$ cat config.mk
export PLATFORM = sky130hd
export DESIGN_NAME = alu_arbiter
export DESIGN_NICKNAME = d
export VERILOG_FILES = /design/src/rtl/alu_arbiter.sv
export SDC_FILE = /design/constraint.sdc
export NUM_CORES = 1
export LEC_CHECK = 0
export BUFFER_PORTS_ARGS = -buffer_cell sky130_fd_sc_hd__buf_4
export CAP_MARGIN = 20
export CORE_MARGIN = 4
export CORE_UTILIZATION = 41
export CTS_CLUSTER_SIZE = 24
export DETAILED_ROUTE_END_ITERATION = 8
export GPL_TIMING_DRIVEN = 0
export HOLD_SLACK_MARGIN = 0.05
export PLACE_DENSITY = 0.76
export SYNTH_ARGS = -nofsm -noshare
export SYNTH_HDL_FRONTEND = slang
export SYNTH_SLANG_ARGS = --single-unit
$ cat constraint.sdc
create_clock -name clk -period 1.8 [get_ports clk]
set_input_delay 0.27 -clock clk [delete_from_list [all_inputs] [get_ports clk]]
set_output_delay 0.27 -clock clk [all_outputs]
set_load 0.02 [all_outputs]
$ cat src/rtl/alu_arbiter.sv
// alu_arbiter: shares one registered ALU between two requesters.
// Requests are granted round-robin. The ALU operands are held in registers
// for the whole ALU latency, and the result comes back on a tagged response
// channel.
//
// Handshakes: a transfer happens on a rising clk edge where valid && ready.
// reqX_ready is combinational from the valids and is only high in IDLE.
// rsp_valid is registered and stays high, with rsp_* held, until rsp_ready.
module alu_arbiter #(
   parameter int N       = 16,
   parameter int ALU_LAT = 1
) (
   input  logic         clk,
   input  logic         rst_n,
   input  logic         req0_valid,
   output logic         req0_ready,
   input  logic [3:0]   req0_func,
   input  logic [N-1:0] req0_a,
   input  logic [N-1:0] req0_b,
   input  logic         req1_valid,
   output logic         req1_ready,
   input  logic [3:0]   req1_func,
   input  logic [N-1:0] req1_a,
   input  logic [N-1:0] req1_b,
   output logic [3:0]   alu_func,
   output logic [N-1:0] alu_a,
   output logic [N-1:0] alu_b,
   input  logic [N-1:0] alu_out,
   input  logic         alu_carry,
   input  logic         alu_cmp,
   output logic         rsp_valid,
   input  logic         rsp_ready,
   output logic         rsp_id,
   output logic [N-1:0] rsp_data,
   output logic         rsp_carry,
   output logic         rsp_cmp,
   output logic         busy,
   output logic [15:0]  ops_done
);

   typedef enum logic [1:0] {
      IDLE = 2'd0,
      WAIT = 2'd1,
      RESP = 2'd2
   } state_t;

   // The wait counter is 3 bits wide, so ALU_LAT can be at most 7.
   localparam logic [2:0] LAT_INIT = 3'(ALU_LAT);

   state_t     state;
   logic       rr_ptr;
   logic [2:0] cnt;
   logic       grant_id;
   logic       accept;

   // Grant selection: a lone valid wins; when both are valid, rr_ptr decides.
   always_comb begin
      grant_id = 1'b0;
      if (req0_valid && req1_valid) begin
         grant_id = rr_ptr;
      end else if (req1_valid) begin
         grant_id = 1'b1;
      end
   end

   assign accept     = (state == IDLE) && (req0_valid || req1_valid);
   assign req0_ready = accept && !grant_id;
   assign req1_ready = accept && grant_id;

   // Control FSM: accept, wait for the ALU latency, capture, then hold the response.
   always_ff @(posedge clk or negedge rst_n) begin
      if (!rst_n) begin
         state     <= IDLE;
         rr_ptr    <= 1'b0;
         cnt       <= 3'd0;
         alu_func  <= 4'd0;
         alu_a     <= '0;
         alu_b     <= '0;
         rsp_valid <= 1'b0;
         rsp_id    <= 1'b0;
         rsp_data  <= '0;
         rsp_carry <= 1'b0;
         rsp_cmp   <= 1'b0;
         busy      <= 1'b0;
         ops_done  <= 16'd0;
      end else begin
         case (state)
            IDLE: begin
               // The alu_* registers keep their old values until the next accept.
               if (accept) begin
                  alu_func <= grant_id ? req1_func : req0_func;
                  alu_a    <= grant_id ? req1_a    : req0_a;
                  alu_b    <= grant_id ? req1_b    : req0_b;
                  rsp_id   <= grant_id;
                  rr_ptr   <= ~grant_id;
                  cnt      <= LAT_INIT;
                  busy     <= 1'b1;
                  state    <= WAIT;
               end
            end
            WAIT: begin
               // When cnt reaches zero, the ALU output reflects the operands latched at accept.
               if (cnt != 3'd0) begin
                  cnt <= cnt - 3'd1;
               end else begin
                  rsp_data  <= alu_out;
                  rsp_carry <= alu_carry;
                  rsp_cmp   <= alu_cmp;
                  rsp_valid <= 1'b1;
                  state     <= RESP;
               end
            end
            RESP: begin
               if (rsp_ready) begin
                  rsp_valid <= 1'b0;
                  ops_done  <= ops_done + 16'd1;
                  busy      <= 1'b0;
                  state     <= IDLE;
               end
            end
            default: begin
               rsp_valid <= 1'b0;
               busy      <= 1'b0;
               state     <= IDLE;
            end
         endcase
      end
   end

endmodule

==> impl_metrics.env <==
export IMPL_cts_buffer_depth=2
export IMPL_slew_headroom=0.345
export IMPL_grt_use_total=0.183
export IMPL_power_leakage_nw=2.76
export IMPL_vdd_ir_drop_worst_v=0.00112
export IMPL_post_dp_cell_area_um2=4780
export IMPL_path_class="reg -> out"
export IMPL_synth_area_um2=3380
export IMPL_cp_arrival_ps=1460
export IMPL_drc_errors=0
export IMPL_gp_congestion=0.892
export IMPL_viasPerCell=5.09
export IMPL_start_util=0.429
export IMPL_power_total_mw=8.65
export IMPL_wl_per_cell_um=16.4
export IMPL_fin_util=0.641
export IMPL_antenna_found_initial=0
export IMPL_num_io_pins=170
export IMPL_drt_iter0_markers=76
export IMPL_cpMostUsedCell="buf_6"
export IMPL_synth_distinct_cells=35
export IMPL_yosys_register_bits=79
export IMPL_io_buffer_count=169
export IMPL_grt_pass1_vias=2937
export IMPL_die_h_um=98.8
export IMPL_cts_tree="yes"
export IMPL_overflow=0
export IMPL_yosys_top_cells_count="dfrtp_1, a21o_1, a22o_1"
export IMPL_fin_skew_ps=10.7
export IMPL_clkTransAtPathRegs_ps=80
export IMPL_final_net_count=548
export IMPL_htree_num_levels=3
export IMPL_timing_fmax_ghz=0.579
export IMPL_drive_gt1_frac=0.505
export IMPL_start_kind="register"
export IMPL_cap_violations=0
export IMPL_slowest_delay_ps=370
export IMPL_crit_slowest_cell="dfrtp_1"
export IMPL_area_growth_pct=49.5
export IMPL_path_cells="buf_6 -> nor2_4 -> and3_4 -> clkbuf_8 -> buf_6"
export IMPL_hold_viol_final=0
export IMPL_firstDrtPassIters=4
export IMPL_fp_dieArea_um2=9760
export IMPL_die_w_um=98.8
export IMPL_synth_ff_type="dfrtp_1"
export IMPL_setup_viol=0
export IMPL_setup_tns_final_ps=0
export IMPL_grt_pass1_wl_um=14600
export IMPL_maxSlewViolCount=0
export IMPL_clockRootBuffer="clkbuf_8"
export IMPL_diodes=0
export IMPL_insertion_delay_ps=340
export IMPL_synthCells=266
export IMPL_detailed_place_hpwl_um=6870
export IMPL_routed_wl_um=9150
export IMPL_n_fill_cell=634
export IMPL_avgSynthCellArea_um2=12.7
export IMPL_ys_async_sr_fraction=1.00
export IMPL_rsz0062_at_grt="yes"
export IMPL_cp_required_ps=1530
export IMPL_synth_edf_count=0
export IMPL_min_period_over_period=0.960
export IMPL_numCtsBuffers=9
export IMPL_final_area_um2=5050
export IMPL_end_kind="primary output"
export IMPL_num_rows=32
export IMPL_antenna_left=0
export IMPL_synth_top_area_share=0.585
export IMPL_yosysMostFrequentCell="dfrtp_1"
export IMPL_synth_top_cells_by_area="dfrtp_1, a22o_1, a21o_1"
export IMPL_vias=2837
export IMPL_tightest_slew_ps=983
export IMPL_clock_sinks=79
export IMPL_status="finished clean"
export IMPL_yosysSeqAreaShare=0.585
export IMPL_hold_class="in -> async"
export IMPL_powerDensity_nw_per_um2=1710
export IMPL_finalCriticalPeriod_ps=1730
export IMPL_ys_warnings_count=0
export IMPL_synth_top_cell_by_area="dfrtp_1"
export IMPL_cp_top_family="buffers and inverters"
export IMPL_grt_max_degree=80
export IMPL_cts_hold_buf=0
export IMPL_syn_nets=364
export IMPL_core_area_um2=7890
export IMPL_crit_buf_inv=3
export IMPL_holdWs_ps=71.0
export IMPL_cp_max_fo=10
==> logic make-up (layout without fill, tap and decap cells) <==
kind of cell / after synthesis / after routing / share of synthesized area
compound gates: 84 / 84 / 0.195
buf+inv: 22 / 211 / 0.0292
mux: 19 / 19 / 0.0633
xor+xnor: 16 / 16 / 0.0414
simple gates: 43 / 43 / 0.0751
flops: 79 / 79 / 0.585
fa+ha+maj: 3 / 3 / 0.0111
==> layout by cell type (no fill, tap or decap), drive strengths merged, types with 3 or more instances in the layout <==
master    synthesis  final
buf              11    182
dfrtp            79     79
a21o             38     38
a22o             36     36
mux2             19     19
clkbuf            4     17
nand2            12     12
nor2             12     12
xnor2            10     10
inv               7      7
xor2              6      6
nand2b            3      3
nand4             3      3
o21ai             3      3
ha                3      3
clkinvlp          0      3
a21oi             3      3
==> state kept, by name, indices dropped and copies added, names as in the netlist <==
name	count
alu_a	16
alu_b	16
ops_done	16
rsp_data	16
alu_func	4
cnt	3
state	2
busy	1
rr_ptr	1
rsp_carry	1
rsp_cmp	1
rsp_id	1
rsp_valid	1
==> report_power, final <==
group          internal [mW]  total (mW)  leakage [nW]  switching, mW
registers               2.51        2.94         0.975          0.429
clock network          0.571        1.21        0.0873          0.636
logic                   2.23        4.50          1.69           2.27
==> layer usage <==
metal | global-route usage | part of all wire | up-vias
met5 | 0 | 0 | -
met4 | 0.0578 | 0.011 | 0
met3 | 0.0573 | 0.11 | 7
met2 | 0.303 | 0.48 | 133
met1 | 0.229 | 0.40 | 1376
li1 | - | - | 1321
==> worst reg2reg max path: cells and delay by family (launching register included) <==
| kind | cells | cell delay (ps) |
|---|---|---|
| buffers and inverters | 3 | 610 |
| flip-flops | 1 | 370 |
| AO/OA/AOI/OAI | 2 | 280 |
| AND/OR/NAND/NOR | 2 | 330 |
==> final timing paths <==
check                        startpoint      endpoint  slack, ps  cells past startpoint
hold / removal                    rst_n   rsp_data[9]         70                      1
min in group clk             req0_a[10]     alu_a[10]        120                      2
hold reg to reg            ops_done[15]  ops_done[15]        470                      1
setup / recovery               state[1]    req1_ready         70                      5
max in group asynchronous         rst_n      state[0]       1070                      1
setup reg to reg               state[1]      alu_b[3]        150                      7
==> what timing repair did <==
action / in CTS / in global routing
pin swaps: 1 / 2
setup endpoints to repair: 40 / 23
resized for setup: 10 / 10
setup buffers: 2 / 3
==> metrics by stage <==
step	std cells	setup WS (ps)
2_1_floorplan	266	40.4
3_3_place_gp	537	-181
3_5_place_dp	537	-227
4_1_cts	554	22.5
5_1_grt	557	-5.64
6_report	557	72.1
==> layout make-up <==
class / count / area, um2 / area share
flip-flops and latches: 79 / 1980 / 0.391
clock inverters: 5 / 32.5 / 0.00644
well taps: 102 / 128 / 0.0253
multi-input cells: 165 / 1330 / 0.263
repair buffers: 174 / 1310 / 0.260
inverters: 7 / 26.3 / 0.00520
clock buffers: 11 / 151 / 0.0300
plain buffers: 14 / 96.3 / 0.0191
Note: power is estimated with default switching activity, not from simulation.
